===== config.mk =====
export PLATFORM = sky130hd
export DESIGN_NAME = sram_port_arbiter
export DESIGN_NICKNAME = d
export VERILOG_FILES = /design/src/rtl/sram_port_arbiter.sv
export SDC_FILE = /design/constraint.sdc
export NUM_CORES = 1
export LEC_CHECK = 0
export BUFFER_PORTS_ARGS = -buffer_cell sky130_fd_sc_hd__buf_2
export CELL_PAD_IN_SITES_DETAIL_PLACEMENT = 1
export CELL_PAD_IN_SITES_GLOBAL_PLACEMENT = 1
export CORE_MARGIN = 2
export CORE_UTILIZATION = 35
export DETAILED_ROUTE_END_ITERATION = 10
export PLACE_DENSITY_LB_ADDON = 0.1
export SYNTH_ARGS = -nofsm -noshare
export SYNTH_HDL_FRONTEND = slang
export SYNTH_SLANG_ARGS = --single-unit

===== constraint.sdc =====
create_clock -name clk -period 3.3 [get_ports clk]
set_input_delay 0.495 -clock clk [delete_from_list [all_inputs] [get_ports clk]]
set_output_delay 0.495 -clock clk [all_outputs]
set_load 0.005 [all_outputs]

===== src/rtl/sram_port_arbiter.sv =====
// Shares a single-port 32x512 SRAM macro between the instruction-fetch and load/store ports.
// Round-robin arbitration; byte-masked stores become a read phase followed by a merged write phase.
module sram_port_arbiter #(
  parameter int unsigned ADDR_W = 9,
  parameter int unsigned DATA_W = 32
) (
  input  logic                  clk,
  input  logic                  rst_n,
  input  logic                  i_req_valid,
  output logic                  i_req_ready,
  input  logic [ADDR_W-1:0]     i_req_addr,
  output logic                  i_rsp_valid,
  output logic [DATA_W-1:0]     i_rsp_rdata,
  input  logic                  d_req_valid,
  output logic                  d_req_ready,
  input  logic [ADDR_W-1:0]     d_req_addr,
  input  logic                  d_req_we,
  input  logic [DATA_W/8-1:0]   d_req_wstrb,
  input  logic [DATA_W-1:0]     d_req_wdata,
  output logic                  d_rsp_valid,
  output logic [DATA_W-1:0]     d_rsp_rdata,
  output logic                  sram_csb0,
  output logic                  sram_web0,
  output logic [ADDR_W-1:0]     sram_addr0,
  output logic [DATA_W-1:0]     sram_din0,
  input  logic [DATA_W-1:0]     sram_dout0
);

  localparam int unsigned STRB_W = DATA_W / 8;

  typedef enum logic {ARB, RMW_WR} state_e;

  state_e              state_q, state_d;
  logic                prio_d_q, prio_d_d;
  logic [ADDR_W-1:0]   rmw_addr_q, rmw_addr_d;
  logic [DATA_W-1:0]   rmw_data_q, rmw_data_d;
  logic [STRB_W-1:0]   rmw_strb_q, rmw_strb_d;
  logic                i_rsp_valid_q, i_rsp_valid_d;
  logic                d_rsp_valid_q, d_rsp_valid_d;

  logic                grant_i, grant_d;
  logic                d_full, d_partial;
  logic [DATA_W-1:0]   merged;

  assign d_full    = &d_req_wstrb;
  assign d_partial = d_req_we && (|d_req_wstrb) && !d_full;

  // Fetch wins unless the load/store port is also waiting and holds priority.
  assign grant_i = i_req_valid && (!d_req_valid || !prio_d_q);
  assign grant_d = d_req_valid && !grant_i;

  // Old word from the read phase, overlaid with the latched store bytes.
  always_comb begin
    merged = sram_dout0;
    for (int k = 0; k < STRB_W; k++) begin
      if (rmw_strb_q[k]) merged[8*k +: 8] = rmw_data_q[8*k +: 8];
    end
  end

  always_comb begin
    state_d       = state_q;
    prio_d_d      = prio_d_q;
    rmw_addr_d    = rmw_addr_q;
    rmw_data_d    = rmw_data_q;
    rmw_strb_d    = rmw_strb_q;
    i_rsp_valid_d = 1'b0;
    d_rsp_valid_d = 1'b0;
    i_req_ready   = 1'b0;
    d_req_ready   = 1'b0;
    sram_csb0     = 1'b1;
    sram_web0     = 1'b1;
    sram_addr0    = '0;
    sram_din0     = '0;
    // Gating on rst_n forces idle pins and zero readies as soon as reset asserts.
    if (rst_n) begin
      case (state_q)
        ARB: begin
          if (grant_i) begin
            i_req_ready   = 1'b1;
            sram_csb0     = 1'b0;
            sram_addr0    = i_req_addr;
            prio_d_d      = 1'b1;
            i_rsp_valid_d = 1'b1;
          end else if (grant_d) begin
            d_req_ready = 1'b1;
            sram_csb0   = 1'b0;
            sram_addr0  = d_req_addr;
            prio_d_d    = 1'b0;
            if (d_partial) begin
              rmw_addr_d = d_req_addr;
              rmw_data_d = d_req_wdata;
              rmw_strb_d = d_req_wstrb;
              state_d    = RMW_WR;
            end else begin
              if (d_req_we && d_full) begin
                sram_web0 = 1'b0;
                sram_din0 = d_req_wdata;
              end
              d_rsp_valid_d = 1'b1;
            end
          end
        end
        RMW_WR: begin
          sram_csb0     = 1'b0;
          sram_web0     = 1'b0;
          sram_addr0    = rmw_addr_q;
          sram_din0     = merged;
          d_rsp_valid_d = 1'b1;
          state_d       = ARB;
        end
        default: state_d = ARB;
      endcase
    end
  end

  always_ff @(posedge clk or negedge rst_n) begin
    if (!rst_n) begin
      state_q       <= ARB;
      prio_d_q      <= 1'b0;
      rmw_addr_q    <= '0;
      rmw_data_q    <= '0;
      rmw_strb_q    <= '0;
      i_rsp_valid_q <= 1'b0;
      d_rsp_valid_q <= 1'b0;
    end else begin
      state_q       <= state_d;
      prio_d_q      <= prio_d_d;
      rmw_addr_q    <= rmw_addr_d;
      rmw_data_q    <= rmw_data_d;
      rmw_strb_q    <= rmw_strb_d;
      i_rsp_valid_q <= i_rsp_valid_d;
      d_rsp_valid_q <= d_rsp_valid_d;
    end
  end

  assign i_rsp_valid = i_rsp_valid_q;
  assign d_rsp_valid = d_rsp_valid_q;
  assign i_rsp_rdata = sram_dout0;
  assign d_rsp_rdata = sram_dout0;

endmodule


==> load_flow_metrics.sql <==
INSERT INTO impl_metrics (metric_group, metric, value, unit) VALUES
('finish', 'area_growth_syn_to_layout', '19.9', '%'),
('logic_synthesis', 'yosys.area_share.adder', '0', ''),
('logic_synthesis', 'post_synth_main_area_contributors', 'dfrtp_1 34%, mux2_2 16%, buf_4 13%', ''),
('hold_path', 'holdCritPathClass', 'in -> async', ''),
('critical_path', 'critical_path_required', '2.80', 'ns'),
('finish', 'antennaDiodeCount', '0', ''),
('finish', 'drive_above_1_share', '0.548', ''),
('finish', 'finalNetCount', '592', ''),
('clocking', 'cts_inserted_buffers', '5', ''),
('timing', 'maxClockFrequency', '399', 'MHz'),
('logic_synthesis', 'ys_types', '32', ''),
('power', 'vdd_ir_drop_max', '0.226', 'mV'),
('detailed_routing', 'via_count_normalized_by_instance_count', '4.91', ''),
('timing', 'timing.final.ws_setup', '0.796', 'ns'),
('detailed_routing', 'ant_nets', '0', ''),
('clocking', 'post_cts_repair_resize_count', '0', ''),
('finish', 'fill_cells', '1249', ''),
('critical_path', 'arrival_time_worst_endpoint', '2.01', 'ns'),
('floorplanning', 'die_width', '106', 'microns'),
('logic_synthesis', 'synth_async_sr_flop_share', '1.00', ''),
('detailed_routing', 'drt_drc_violations_left', '0', ''),
('logic_synthesis', 'per_instance_average_area_after_synthesis', '9.62', 'sq um'),
('status', 'run_status', 'complete, no violations', ''),
('timing', 'worst_clock_skew', '0.0100', 'ns'),
('power', 'power.static_leakage', '2.18', 'nW'),
('logic_synthesis', 'ys.flop_type', 'dfrtp_1', ''),
('timing', 'period_minus_slack', '2.50', 'ns'),
('timing', 'final_hold_viol_count', '0', ''),
('global_routing', 'number_of_global_route_vias_before_repair', '3060', ''),
('placement', 'gp_routability_congestion', '0.718', ''),
('critical_path', 'worst-path-max-fanout', '15', ''),
('global_routing', 'grt_antenna_before_repair', '1', ''),
('global_routing', 'remaining_overflow_grt', '0', ''),
('placement', 'numPortBuffers', '201', ''),
('timing', 'finalCritPeriodShare', '0.759', ''),
('clocking', 'post_cts_hold_buffer_count', '0', ''),
('logic_synthesis', 'ys_warn_count', '0', ''),
('timing', 'setup_viol', '0', ''),
('logic_synthesis', 'syn_nets', '469', ''),
('clocking', 'root_buffer', 'clkbuf_8', ''),
('logic_synthesis', 'syn-instance-count', '378', ''),
('logic_synthesis', 'ys_seq_elements', '49', ''),
('logic_synthesis', 'synth_top_family_by_area', 'multiplexers', ''),
('clocking', 'tritoncts_num_sinks', '49', ''),
('logic_synthesis', 'post_synthesis_compound_gate_area_fraction', '0.117', ''),
('detailed_routing', 'route.vias.total', '3133', ''),
('logic_synthesis', 'synth-edff-count', '0', ''),
('critical_path', 'setup.worst_path.end_class', 'primary output', ''),
('floorplanning', 'initial_utilization', '0.357', ''),
('floorplanning', 'rows', '37', ''),
('floorplanning', 'die-area', '11200', 'sq um'),
('placement', 'total_half_perimeter_wirelength_after_legalization_and_detailed_placement', '7110', 'microns'),
('flow_run', 'cap_violations', '0', ''),
('detailed_routing', 'firstDrtPassIters', '4', ''),
('logic_synthesis', 'synth_sequential_area_ratio', '0.337', ''),
('logic_synthesis', 'most_common_cell_in_the_netlist', 'buf_4', ''),
('timing', 'fin_setup_tns', '0', 'ns'),
('logic_synthesis', 'synth.area.mux_share', '0.234', ''),
('global_routing', 'globalRouteTotalUtil', '0.173', ''),
('global_routing', 'global_route_wire_length_before_repair', '15700', 'microns'),
('floorplanning', 'design.core.area', '10200', 'sq um'),
('critical_path', 'worst-setup-path-type', 'reg -> out', ''),
('logic_synthesis', 'post-synth-top-area-fraction', '0.337', ''),
('clocking', 'clk_pin_slew', '0.10', 'ns'),
('timing', 'grt_setup_unrepaired', 'false', ''),
('clocking', 'htreeDepth', '2', ''),
('timing', 'maxSlewHeadroom', '0.405', ''),
('logic_synthesis', 'synth_largest_area_cell', 'dfrtp_1', ''),
('detailed_routing', 'detail_route.iter0.violations', '98', ''),
('logic_synthesis', 'post_synth_and_or_nand_nor_area_fraction', '0.140', ''),
('timing', 'drv_slew', '0', '');
area by class of cell:
class | instances | area (sq um) | area share
inverter | 2 | 7.51 | 0.00172
multi-input combinational | 236 | 1790 | 0.410
clock inverter | 1 | 5.00 | 0.00115
sequential | 49 | 1230 | 0.281
clock buffer | 7 | 96.3 | 0.0221
tap | 136 | 170 | 0.0390
timing repair buffer | 207 | 1070 | 0.244
power breakdown:
group	internal (mW)	total (mW)	switching, mW
Combinational	0.399	0.661	0.262
Sequential	0.789	0.946	0.158
Clock	0.190	0.396	0.206
Total	1.38	2.00	0.626
layer usage:
layer / global-route usage / share of wire / vias to the layer above
met5: 0 / 0.0013 / -
met4: 0.0310 / 0.0061 / 2
met3: 0.0356 / 0.064 / 6
met2: 0.313 / 0.51 / 117
met1: 0.215 / 0.42 / 1528
li1: - / - / 1480
layout by cell type (no fill, tap or decap), types with 3 or more instances in the layout:
cell	count
buf_2	200
mux2_2	53
dfrtp_1	49
nor2_1	30
mux2i_1	21
nor3b_1	21
o21a_1	21
nand2_1	20
a21oi_1	19
o21ai_0	12
a21boi_0	11
nand3b_1	10
clkbuf_8	7
buf_4	6
mux2_4	3
cell families after synthesis:
kind of cell	Yosys count
buffers and inverters	93
and+or+nand+nor	92
muxes	77
AOI/OAI and AO/OA	67
DFF	49
worst max-delay path, stage by stage (launching register included):
cell and delay [ns]:
dfrtp_1 0.41, nand2b_1 0.17, nand4_1 0.15, buf_4 0.24, or3b_2 0.44, a21boi_0 0.16, buf_2 0.14
flip-flops by register name, indices dropped and copies added, names as in the netlist:
name / flops
i_rsp_valid: 1
prio_d_q: 1
rmw_addr_q: 9
rmw_strb_q: 4
d_rsp_valid: 1
state_q: 1
rmw_data_q: 32
worst paths after layout:
path                                      from        endpoint  slack [ns]  cells after the start
worst max-delay path                  prio_d_q   sram_din0[30]        0.80                      6
worst min-delay path                     rst_n        prio_d_q        0.24                      2
max in group asynchronous                rst_n  rmw_data_q[11]        2.73                      2
min in group clk                d_req_wdata[0]   rmw_data_q[0]        0.43                      2
worst min register to register   rmw_data_q[6]   rmw_data_q[6]        0.51                      1
worst max register to register         state_q   rmw_data_q[9]        0.98                      4
stage by stage:
stage,util,cell area [sq um],hold WS (ns),cells
after detailed placement,0.418,4260,0.492,630
after floorplan,-,3640,0.199,378
after global placement,0.418,4260,0.484,630
final,0.428,4360,0.244,638
after global routing,0.428,4360,0.258,638
after CTS,0.428,4360,0.252,638
Power figures use the tool's default switching activity.
